<file path="src/rtl/sample_packetizer.sv">
// ============================================================================
// sample_packetizer: run-length sample packetizer with a pre/post-trigger window
// Optional feature macro: SAMPLE_PACKETIZER_DROP_CNT_EN (drop_count). Rev 1.0
// ============================================================================
`default_nettype none

module sample_packetizer #(
    parameter int SAMPLE_WIDTH = 16,
    parameter int PACKET_WIDTH = 32,
    parameter int DEPTH_LOG2   = 25,
    parameter int PAGE_LOG2    = 2
) (
    input  logic                    clk,
    input  logic                    reset,
    input  logic                    start,
    input  logic                    abort,
    input  logic                    trigger,
    input  logic                    sample_en,
    input  logic [SAMPLE_WIDTH-1:0] sample_in,
    input  logic [SAMPLE_WIDTH-1:0] chan_mask,
    input  logic                    rle_en,
    input  logic [31:0]             pre_count_max,
    input  logic [31:0]             total_count_max,
    output logic [PACKET_WIDTH-1:0] pkt_data,
    output logic                    pkt_valid,
    input  logic                    pkt_ready,
    output logic [DEPTH_LOG2-1:0]   pkt_num,
    output logic [1:0]              state,
    output logic                    done,
    output logic [DEPTH_LOG2-1:0]   begin_pa,
    output logic [DEPTH_LOG2-1:0]   end_pa,
    output logic [DEPTH_LOG2-1:0]   trig_pa,
    output logic [31:0]             trace_bytes
`ifdef SAMPLE_PACKETIZER_DROP_CNT_EN
    ,
    output logic [31:0]             drop_count
`endif
);

    localparam int RW        = PACKET_WIDTH - SAMPLE_WIDTH;
    localparam int PKT_BYTES = PACKET_WIDTH / 8;
    localparam logic [DEPTH_LOG2-1:0] PAGE_MASK = DEPTH_LOG2'((64'd1 << PAGE_LOG2) - 64'd1);

    typedef enum logic [1:0] {
        S_IDLE  = 2'd0,
        S_PRE   = 2'd1,
        S_POST  = 2'd2,
        S_DRAIN = 2'd3
    } state_t;

    state_t                  state_q, state_d;
    logic                    first_q, first_d;
    logic [SAMPLE_WIDTH-1:0] prev_q, prev_d;
    logic [RW-1:0]           run_q, run_d;
    logic [PACKET_WIDTH-1:0] pkt_data_q, pkt_data_d;
    logic                    pkt_valid_q, pkt_valid_d;
    logic [DEPTH_LOG2-1:0]   pkt_num_q, pkt_num_d;
    logic [31:0]             pre_cnt_q, pre_cnt_d;
    logic [31:0]             post_cnt_q, post_cnt_d;
    logic                    trig_seen_q, trig_seen_d;
    logic [DEPTH_LOG2-1:0]   trig_num_q, trig_num_d;
    logic [DEPTH_LOG2-1:0]   end_num_q, end_num_d;
    logic [31:0]             count_q, count_d;
    logic                    cap_valid_q, cap_valid_d;
    logic                    done_q, done_d;

    logic capturing, emit, busy, accept, is_trig, post_phase;

    always_comb begin
        capturing  = (state_q == S_PRE) || (state_q == S_POST);
        is_trig    = (state_q == S_PRE) && sample_en && trigger;
        emit       = capturing && sample_en &&
                     (first_q || !rle_en || (|((sample_in ^ prev_q) & ~chan_mask)) ||
                      (&run_q) || is_trig);
        busy       = pkt_valid_q && !pkt_ready;
        accept     = emit && !busy;
        post_phase = (state_q == S_POST) || is_trig;

        state_d     = state_q;
        first_d     = first_q;
        prev_d      = prev_q;
        run_d       = run_q;
        pkt_data_d  = pkt_data_q;
        pkt_valid_d = pkt_valid_q && !pkt_ready;
        pkt_num_d   = pkt_num_q;
        pre_cnt_d   = pre_cnt_q;
        post_cnt_d  = post_cnt_q;
        trig_seen_d = trig_seen_q;
        trig_num_d  = trig_num_q;
        end_num_d   = end_num_q;
        count_d     = count_q;
        cap_valid_d = cap_valid_q;
        done_d      = 1'b0;

        case (state_q)
            S_IDLE: begin
                if (start) begin
                    state_d     = S_PRE;
                    first_d     = 1'b1;
                    run_d       = '0;
                    pkt_num_d   = '1;
                    pre_cnt_d   = '0;
                    post_cnt_d  = '0;
                    trig_seen_d = 1'b0;
                end
            end
            S_PRE, S_POST: begin
                if (emit) begin
                    // A dropped emit still restarts the run so the next packet's
                    // run length never spans a packet that was lost.
                    run_d   = '0;
                    prev_d  = sample_in;
                    first_d = 1'b0;
                    if (accept) begin
                        pkt_data_d  = {run_q, sample_in};
                        pkt_valid_d = 1'b1;
                        pkt_num_d   = pkt_num_q + 1'b1;
                        if (post_phase)
                            post_cnt_d = post_cnt_q + 32'd1;
                        else if (pre_cnt_q < pre_count_max)
                            pre_cnt_d = pre_cnt_q + 32'd1;
                    end
                end else if (sample_en) begin
                    run_d = run_q + 1'b1;
                end
                if (is_trig) begin
                    state_d     = S_POST;
                    trig_seen_d = 1'b1;
                    trig_num_d  = pkt_num_d;
                end
                if (accept && post_phase && (pre_cnt_d + post_cnt_d == total_count_max))
                    state_d = S_DRAIN;
                if (abort)
                    state_d = S_DRAIN;
            end
            default: begin
                if (!pkt_valid_q) begin
                    end_num_d   = pkt_num_q;
                    count_d     = pre_cnt_q + post_cnt_q;
                    if (!trig_seen_q)
                        trig_num_d = pkt_num_q;
                    cap_valid_d = 1'b1;
                    done_d      = 1'b1;
                    state_d     = S_IDLE;
                end
            end
        endcase
    end

    always_ff @(posedge clk) begin
        if (reset) begin
            state_q     <= S_IDLE;
            first_q     <= 1'b1;
            prev_q      <= '0;
            run_q       <= '0;
            pkt_data_q  <= '0;
            pkt_valid_q <= 1'b0;
            pkt_num_q   <= '1;
            pre_cnt_q   <= '0;
            post_cnt_q  <= '0;
            trig_seen_q <= 1'b0;
            trig_num_q  <= '0;
            end_num_q   <= '0;
            count_q     <= '0;
            cap_valid_q <= 1'b0;
            done_q      <= 1'b0;
        end else begin
            state_q     <= state_d;
            first_q     <= first_d;
            prev_q      <= prev_d;
            run_q       <= run_d;
            pkt_data_q  <= pkt_data_d;
            pkt_valid_q <= pkt_valid_d;
            pkt_num_q   <= pkt_num_d;
            pre_cnt_q   <= pre_cnt_d;
            post_cnt_q  <= post_cnt_d;
            trig_seen_q <= trig_seen_d;
            trig_num_q  <= trig_num_d;
            end_num_q   <= end_num_d;
            count_q     <= count_d;
            cap_valid_q <= cap_valid_d;
            done_q      <= done_d;
        end
    end

    logic [DEPTH_LOG2-1:0] end_pa_w, begin_w, begin_pa_w, span_w, trig_pa_w;
    logic [DEPTH_LOG2:0]   count_pa_w;

    // Readback: trim to whole pages; before the first capture everything reads 0.
    always_comb begin
        end_pa_w   = ((end_num_q & PAGE_MASK) == PAGE_MASK) ? end_num_q
                                                            : ((end_num_q & ~PAGE_MASK) - 1'b1);
        begin_w    = end_num_q - count_q[DEPTH_LOG2-1:0] + 1'b1;
        begin_pa_w = begin_w & ~PAGE_MASK;
        span_w     = end_pa_w - begin_pa_w + 1'b1;
        trig_pa_w  = trig_num_q - begin_pa_w;
        if (count_q < 32'((64'd1 << PAGE_LOG2)))
            count_pa_w = '0;
        else if ((span_w == '0) && ({32'd0, count_q} >= (64'd1 << DEPTH_LOG2)))
            count_pa_w = {1'b1, {DEPTH_LOG2{1'b0}}};
        else
            count_pa_w = {1'b0, span_w};
    end

    assign pkt_data    = pkt_data_q;
    assign pkt_valid   = pkt_valid_q;
    assign pkt_num     = pkt_num_q;
    assign state       = state_q;
    assign done        = done_q;
    assign begin_pa    = cap_valid_q ? begin_pa_w : '0;
    assign end_pa      = cap_valid_q ? end_pa_w   : '0;
    assign trig_pa     = cap_valid_q ? trig_pa_w  : '0;
    assign trace_bytes = cap_valid_q ? (32'(count_pa_w) * 32'(PKT_BYTES)) : 32'd0;

`ifdef SAMPLE_PACKETIZER_DROP_CNT_EN
    logic [31:0] drop_count_q, drop_count_d;

    always_comb begin
        drop_count_d = drop_count_q;
        if ((state_q == S_IDLE) && start)
            drop_count_d = '0;
        else if (emit && busy && (drop_count_q != '1))
            drop_count_d = drop_count_q + 32'd1;
    end

    always_ff @(posedge clk) begin
        if (reset)
            drop_count_q <= '0;
        else
            drop_count_q <= drop_count_d;
    end

    assign drop_count = drop_count_q;
`endif

endmodule

`default_nettype wire

</file>
<file path="config.mk">
export PLATFORM = sky130hd
export DESIGN_NAME = sample_packetizer
export DESIGN_NICKNAME = d
export VERILOG_FILES = /design/src/rtl/sample_packetizer.sv
export SDC_FILE = /design/constraint.sdc
export NUM_CORES = 1
export LEC_CHECK = 0
export CAP_MARGIN = 25
export CORE_MARGIN = 2
export CORE_UTILIZATION = 53
export CTS_BUF_LIST = sky130_fd_sc_hd__clkbuf_4 sky130_fd_sc_hd__clkbuf_8
export DETAILED_ROUTE_END_ITERATION = 8
export HOLD_SLACK_MARGIN = 0.08
export PLACE_DENSITY = 0.85
export SYNTH_ARGS = -nofsm -noshare
export SYNTH_HDL_FRONTEND = slang
export SYNTH_SLANG_ARGS = --single-unit
</file>
<file path="constraint.sdc">
create_clock -name clk -period 6.9 [get_ports clk]
set_input_delay 1.035 -clock clk [delete_from_list [all_inputs] [get_ports clk]]
set_output_delay 1.035 -clock clk [all_outputs]
set_load 0.03 [all_outputs]
</file>
==> Word level (Yosys, flattened, before mapping) <==
Index checks and enable logic that the tools add are counted.
{ "op_classes": {"mux": 47, "n_reduce_logical": 35, "addsub": 12, "magnitude_cmp": 3, "bitwise": 6, "n_eq_ne": 12} }
{ "op_table": {"columns": ["cell", "count"], "rows": [
  ["$mux 32", 10],
  ["$mux 25", 10],
  ["$pmux 32 s2", 2],
  ["$pmux 25 s2", 2],
  ["$add 25x1->25 const B", 3],
  ["$sub 25x25->25", 3],
  ["$add 32x1->32 const B", 2],
  ["$add 32x32->32", 2],
  ["$mux 26", 2],
  ["$mux 16", 3],
  ["$eq 32x32->1", 1],
  ["$ge 32x26->1 const B", 1],
  ["$lt 32x3->1 const B", 1],
  ["$lt 32x32->1", 1],
  ["$pmux 16 s2", 1],
  ["$mux 28", 1],
  ["$logic_not 25->1", 1],
  ["$sub 25x1->25 const B", 1],
  ["$add 16x1->16 const B", 1],
  ["$and 16x16->16", 1],
  ["$not 16->16", 1],
  ["$reduce_and 16->1", 1],
  ["$reduce_or 16->1", 1],
  ["$xor 16x16->16", 1],
  ["other kinds (23)", 62]
]} }
{ "totals": {"elab_cells": 130, "reg_bits": 242, "input_bits": 104, "output_inout_bits": 168} }

==> Longest topological paths before layout <==
{ "logic_depth": {"depth_word": 17, "depth_mapped": 28, "mapped_depth_nobuf": 26} }

==> Least setup slack after synthesis <==
No wires, ideal clock.
{ "synth_timing": {"path_type": "register to output", "start": "reg end_num_q[1]", "end": "out trace_bytes[15]", "path_stages_with_launch": 27, "arrival_ps": 5769, "n_path_buf": 1, "path_slack_ps": 96, "t_required_ps": 5865, "cell_sequence": "dfxtp_1 -> inv_1 -> ha_1 -> nor3b_1 -> fa_1 -> a21o_1 -> a21oi_1 -> o21bai_1 -> a21o_1 -> a21oi_1 -> o31ai_1 -> a21oi_1 -> o21ai_0 -> a211oi_1 -> o21bai_1 -> a21oi_1 -> xor2_1 -> ha_1 -> ha_1 -> buf_1 -> and3_1 -> a31o_2 -> mux2i_1 -> o211a_1 -> o2111ai_1 -> nand2_1 -> nor3_1"} }
{ "synth_via": {"elab_chain_len": 9, "elab_cells_between_ends": 11, "cone_classes": "add/sub (4); eq/ne (1); mux (4); reduce/logical (2)"} }
{ "synth_rtl": {"columns": ["item", "line", "source"], "rows": [
  ["start, declared", "62", "logic [DEPTH_LOG2-1:0] end_num_q, end_num_d;"],
  ["start signal, assigned", "179", "end_num_q <= end_num_d;"],
  ["$sub 25x25->25 or $eq 2x2->1 (tied branches)", "193, 191", null],
  ["$add 25x1->25 or $mux 25 (tied branches)", "193, 191", null],
  ["$sub 25x25->25 *", "195", "span_w = end_pa_w - begin_pa_w + 1'b1;"],
  ["$add 25x1->25 *", "195", null],
  ["$logic_not 25->1", "199", "else if ((span_w == '0) && ({32'd0, count_q} >= (64'd1 << DEPTH_LOG2)))"],
  ["$logic_and 1x1->1", "199", null],
  ["$mux 26 *", "199", null],
  ["$mux 26 *", "197", "if (count_q < 32'((64'd1 << PAGE_LOG2)))"],
  ["$mux 28 *", "213", "assign trace_bytes = cap_valid_q ? (32'(count_pa_w) * 32'(PKT_BYTES)) : 32'd0;"],
  ["end, declared", "33", "output logic [31:0] trace_bytes"]
]} }
Mark *: on every way between the ends. The rest lies on a longest branch, timed or not.

==> Worst setup path after layout <==
Same ends and word-level chain as after synthesis.

==> flow_metrics.tcl <==
set metrics [dict create \
    violations "setup timing" \
    rows 72 \
    drtAntennaViolNets 0 \
    crit_arrival_ps 6150 \
    fmax_mhz 139.3 \
    fillers 2921 \
    skew_ps 13.57 \
    gp_congestion 0.9612 \
    grt_setup_unrepaired "yes" \
    ctsRootBufferMaster "clkbuf_8" \
    dr.pass1.iters 6 \
    synthMuxAreaShare_pct 3.621 \
    synth_compound_area_share_pct 19.83 \
    syn_to_final_growth_pct 34.85 \
    endpoint_kind "primary output" \
    timing.setup.tns_ps -2857 \
    setup_violations 17 \
    crit_type "flop to primary output" \
    start_util_pct 53.79 \
    insertion_delay_ps 560 \
    drtIter0Drc 1831 \
    avgSynthCellArea_um2 7.541 \
    yosysSeqAreaShare_pct 23.25 \
    clock-sinks 242 \
    die_h_um 202.3 \
    synth_top_area_cell "dfxtp_1" \
    cp-start-kind "flop" \
    place_hpwl_um 54750 \
    crit_slowest_cell "fa_2" \
    cts_tree "done" \
    max-slew-margin-rel_pct 29.19 \
    grt_start_max_net_pins 137 \
    cts-htree-levels 2 \
    finalCritPeriodShare_pct 104.1 \
    status "complete, but fails checks" \
    crit_start "end_num_q[1]" \
    routed_wl_um 73030 \
    drc_errors 0 \
    hold_viol_final 0 \
    synth_fa_ha_area_share_pct 13.23 \
    required_ps 5860 \
    num_antenna_cells 0 \
    ys_top_cells_by_area "dfxtp_1 (23%), ha_1 (13%), xnor2_1 (6.3%)" \
    yosys_warnings 0 \
    maxCapViolations 0 \
    worst-path-max-fanout 4 \
    seqCellArea_um2 4850 \
    die_area_um2 40920 \
    detailroute.via_count 22948 \
    hold_path.class "flop to flop" \
    grt.total_usage_pct 33.92 \
    routedWlPerCell_um 19.13 \
    min_period_ps 7181 \
    core_um2 38740 \
    slew_viol_final 0 \
    synth_flop_cell "dfxtp_1" \
    finalNetCount 3590 \
    regToRegStartpoint "state[1]" \
    worstMarginPinSlew_ps 1062 \
    overflow 0 \
    viasPerCell 6.012 \
    grt_pass1_wl_um 114500 \
    multi_input_area_um2 15980 \
    antenna_found_initial 0 \
    worst_slack_ps -280.7 \
    synth_top_family_by_area "simple AND/OR/NAND/NOR gates" \
    clkSlewWorstSetupHoldPaths_ps 60 \
    synth-simple-area-share_pct 24.70 \
    cts_buffers 41 \
    max_stage_delay_ps 370 \
    netlist_instances 2763 \
    synth_edf_count 0 \
    min_from "count_q[25]" \
    synth_seq_cells 242 \
    io_pins 272 \
    die_x_um 202.3 \
    synth_top_area_share_pct 23.25 \
    clockBufferDepth 3 \
    netlist_area_um2 20840 \
    numPortBuffers 261 \
    async_flop_share_pct 0 \
    synthDistinctLibCells 82 \
    synthXorXnorAreaFrac_pct 10.22 \
    grt_pass1_vias 22501 \
    drive_gt1_share_pct 18.25 \
]
## metal layers
| metal | global-route usage, % | up-vias | wire length [µm] |
|---|---|---|---|
| met5 | 0 | - | 0 |
| met4 | 16.76 | 0 | 3583 |
| met3 | 4.160 | 242 | 5297 |
| met2 | 58.23 | 1077 | 34300 |
| met1 | 41.93 | 10768 | 29850 |
| li1 | - | 10861 | - |
## state kept, by name, indices dropped and copies added (netlist names), 2 cells and up
signal and count:
count_q 32, pkt_data 32, post_cnt_q 32, pre_cnt_q 32, end_num_q 25, pkt_num 25, trig_num_q 25, prev_q 16
run_q 16, state 2
## cells in the final DEF, fill, tap and decap left out, types with 19 or more instances in the layout
master,instances
xnor2_1,142
nor2b_1,19
o21ai_0,93
nand2b_1,21
a21oi_1,201
dfxtp_1,238
nor4_1,27
and3_1,46
nor2_1,335
nand4_1,56
clkdlybuf4s50_1,233
ha_1,193
a21o_1,52
mux2i_1,62
nand3_1,74
clkbuf_8,52
o22ai_1,19
a211oi_1,40
nor3_1,59
buf_4,321
xor2_1,85
inv_1,133
and2_1,41
a22oi_1,47
o21a_1,24
nand2_1,260
or3_1,29
ha_4,21
## synthesized netlist by cell type, types with 41 or more instances
library cell and number:
dfxtp_1 242, mux2i_1 63, nor2_1 348, ha_1 214
xor2_1 88, and2_1 41, and3_1 50, nand3_1 77
a22oi_1 47, a21o_1 52, a211oi_1 48, clkbuf_1 104
nand4_1 56, nor3_1 66, xnor2_1 150, a21oi_1 217
o21ai_0 96, nand2_1 262, inv_1 137
## cells by family after synthesis
family / Yosys count
fa+ha+maj: 218
compound gates: 646
xor+xnor: 240
buf+inv: 273
mux: 74
other cells: 2
simple gates: 1068
flops: 242
## final timing paths
| check | endpoint | slack [ps] | cells past startpoint |
|---|---|---|---|
| worst min-delay path | count_q[25] | 470 | 2 |
| worst max register to register | state[0] | 670 | 24 |
| worst max-delay path | trace_bytes[15] | -280 | 29 |
| worst min register to register | count_q[25] | 470 | 2 |
## per-stage QoR
stage / util, % / worst slack [ps] / hold WS (ps) / cells / area [µm²]
global placement: 66.93 / -404.6 / 442.8 / 3722 / 25920
CTS: 70.78 / -109.8 / 457.6 / 3808 / 27420
floorplan: - / 96.31 / 431.5 / 2772 / 20870
finish: 72.54 / -280.7 / 465.1 / 3817 / 28100
detailed placement: 66.93 / -628.0 / 449.7 / 3722 / 25920
global route: 72.54 / -527.2 / 490.3 / 3817 / 28100
## critical path, delay by kind of cell (launching register included)
kind	cells	cell delay, ps
xor gates and xnor gates	1	190
muxes	1	190
AOI/OAI and AO/OA	12	2550
DFF	1	330
buffers and inverters	5	620
and+or+nand+nor	6	580
adders and majority gates	4	1130
## final cells by class
cell class | instances | area share (%)
clock inverters | 10 | 0.5566
inverters | 140 | 1.870
multi-input cells | 2257 | 56.88
well taps | 518 | 2.307
clock buffers | 64 | 2.868
repair buffers | 586 | 18.26
flip-flops and latches | 242 | 17.26
## what timing repair did
action | 4_1_cts | 5_1_grt
setup endpoints to repair | 29 | 28
pin swaps | 59 | 28
setup buffers | 11 | 7
cloned | 1 | 0
resized for setup | 137 | 123
hold buffers | 0 | 0
hold endpoints to repair | 0 | 0
Power is left out: the tool's default activity adds up to more than one toggle a clock period on the data nets, which glitch-free logic cannot reach.
==> RTL change, RTL diff (same settings) <==
The parameter `SAMPLE_WIDTH` goes from 16 to 12.
--- a/src/rtl/sample_packetizer.sv
+++ b/src/rtl/sample_packetizer.sv
@@ -6,5 +6,5 @@
 
 module sample_packetizer #(
-    parameter int SAMPLE_WIDTH = 16,
+    parameter int SAMPLE_WIDTH = 12,
     parameter int PACKET_WIDTH = 32,
     parameter int DEPTH_LOG2   = 25,
Ports: changed (resized chan_mask and sample_in); port bits go from 272 to 264. No check against the original RTL was run, so the function may have changed too.
==> RTL change against the unedited design <==
- count of clock-buffer cells in the layout increased by 1
- the flow still finishes with violations (negative setup slack)
- critical path type unchanged
- routed wire length increased by 0.88%
- die area decreased by 0.55%
- fmax increased by 1.6%
- worst hold slack got worse by 0.013 ns
- synthesized area decreased by 0.56%
- final area decreased by 6.0%
- sequential cell count unchanged
- via count decreased by 3.3%
- setup slack improved by 0.11 ns
- first-iteration DRC count increased by 20%
- critical endpoint is now trace_bytes[27]
Power is left out: the tool's default activity adds up to more than one toggle a clock period on the data nets, which glitch-free logic cannot reach.
==> RTL change: results <==
group,metric,value,unit
synthesis,synth_area_leaders,"dfxtp_1, ha_1, nor2_1",
worst_hold_path,hold_path_end,"count_q[26]",
finish,fin_nets,3417,
place,hpwl,56800,um
sta,maxSlewHeadroom,23.6,%
route,wl_per_cell,20.2,um
global_route,gr-usage-all-layers,34.8,%
clocking,clk_latency,0.58,ns
synthesis,ys.warnings.count,0,
sta,fin_ws,-0.171,ns
sta,clock_skew,0.0353,ns
place,placed_cell_area,24700,um2
route,drt_first_pass_iters,5,
global_route,grt_max_degree,133,
synthesis,yosysSeqAreaShare,23.4,%
route,vias,22200,
route,first_iter_violations,2190,
sta,setup_viol,1,
place,numPortBuffers,253,
outcome,status,"finished with violations",
finish,drive_gt1_share,13.5,%
worst_setup_path,r2r_cells,25,
place,place_congestion,0.944,
outcome,violations,"negative setup slack",
global_route,grt_pass1_wl,115000,um
worst_setup_path,reg2reg_from,"run_q[2]",
clocking,cts_buffers,42,
finish,layout-area-overhead-vs-synth,27.5,%
synthesis,yosysUniqueCellTypes,94,
finish,nFillCells,3116,
worst_hold_path,hp-start,"count_q[26]",
synthesis,synth.cells.most_frequent,"nor2_1, nand2_1, dfxtp_1, ha_1, a21oi_1",
RTL change: cell types whose count changed in the layout (fill, tap and decap cells not counted), sizes merged, moves of 13 or more:
cell / delta
xor2: +27
nand3: +23
inv: -34
and3: -18
xnor2: -13
a21o: +15
buf: -126
RTL change: cell families after synthesis:
kind of cell,count (synthesis),synth area share [%]
buffers and inverters,241,4.64
AO/OA/AOI/OAI,647,20.2
multiplexers,74,3.69
adder cells (fa/ha/maj),218,13.3
XOR/XNOR,252,10.7
flip-flops,242,23.4
other,2,0.0362
AND/OR/NAND/NOR,1044,24.1
RTL change: routing by layer:
layer | wire length [um] | GRT usage [%] | vias up | share of wire, %
li1 | - | - | 10500 | -
met1 | 30000 | 43.7 | 10500 | 41
met2 | 34300 | 58.8 | 1030 | 47
met3 | 5550 | 4.62 | 221 | 7.5
met4 | 3820 | 17.3 | 0 | 5.2
met5 | 0 | 0 | - | 0
RTL change: cell type report:
cell class | instances | area share [%]
Clock inverter | 7 | 0.199
Sequential cell | 242 | 18.4
Inverter | 104 | 1.48
Clock buffer | 65 | 3.13
Timing Repair Buffer | 467 | 15.8
Tap cell | 518 | 2.45
Multi-Input combinational cell | 2246 | 58.5
Antenna cell | 2 | 0.0189
RTL change: per-stage QoR:
step	setup TNS, ns	worst slack, ns	hold slack, ns	cells
finish	-0.171	-0.171	0.452	3651
global route	-0.405	-0.369	0.472	3649
CTS	-0.0965	-0.0965	0.453	3630
detailed placement	-0.273	-0.127	0.447	3539
global placement	0	0.0194	0.439	3538
floorplan	0	0.407	0.432	2729
RTL change: worst max-delay path, stage by stage (launching register included):
cell      delay [ns]
dfxtp_2         0.34
inv_2           0.04
ha_4            0.23
buf_6           0.11
fa_2            0.34
a21o_1          0.22
a21oi_2         0.18
o21bai_2        0.13
a211oi_4        0.32
nor3_2          0.10
o31ai_2         0.31
nand2_1         0.16
a21o_1          0.19
a21oi_2         0.16
xor2_2          0.24
ha_4            0.25
ha_4            0.29
nand2_1         0.08
a31oi_2         0.20
nand2_1         0.11
xor2_1          0.18
nand4_1         0.11
or4b_1          0.50
and4bb_2        0.36
nor2b_4         0.15
buf_6           0.13
RTL change: repair_timing:
item	CTS	global route
gates cloned	0	0
resized for setup	52	52
endpoints found under the setup margin	17	16
hold buffers	0	0
pin swaps	32	49
buffers inserted	19	16
RTL change: worst max-delay path by stage:
stage / startpoint / end / slack, ns / depth (start not counted)
global route: end_num_q[1] / trace_bytes[27] / -0.37 / 25
finish: count_q[2] / trace_bytes[27] / -0.17 / 25
detailed placement: end_num_q[1] / trace_bytes[27] / -0.13 / 25
CTS: count_q[2] / trace_bytes[27] / -0.1 / 23
floorplan: count_q[2] / trace_bytes[27] / 0.41 / 23
global placement: pre_count_max[6] / state[0] / 0.02 / 30
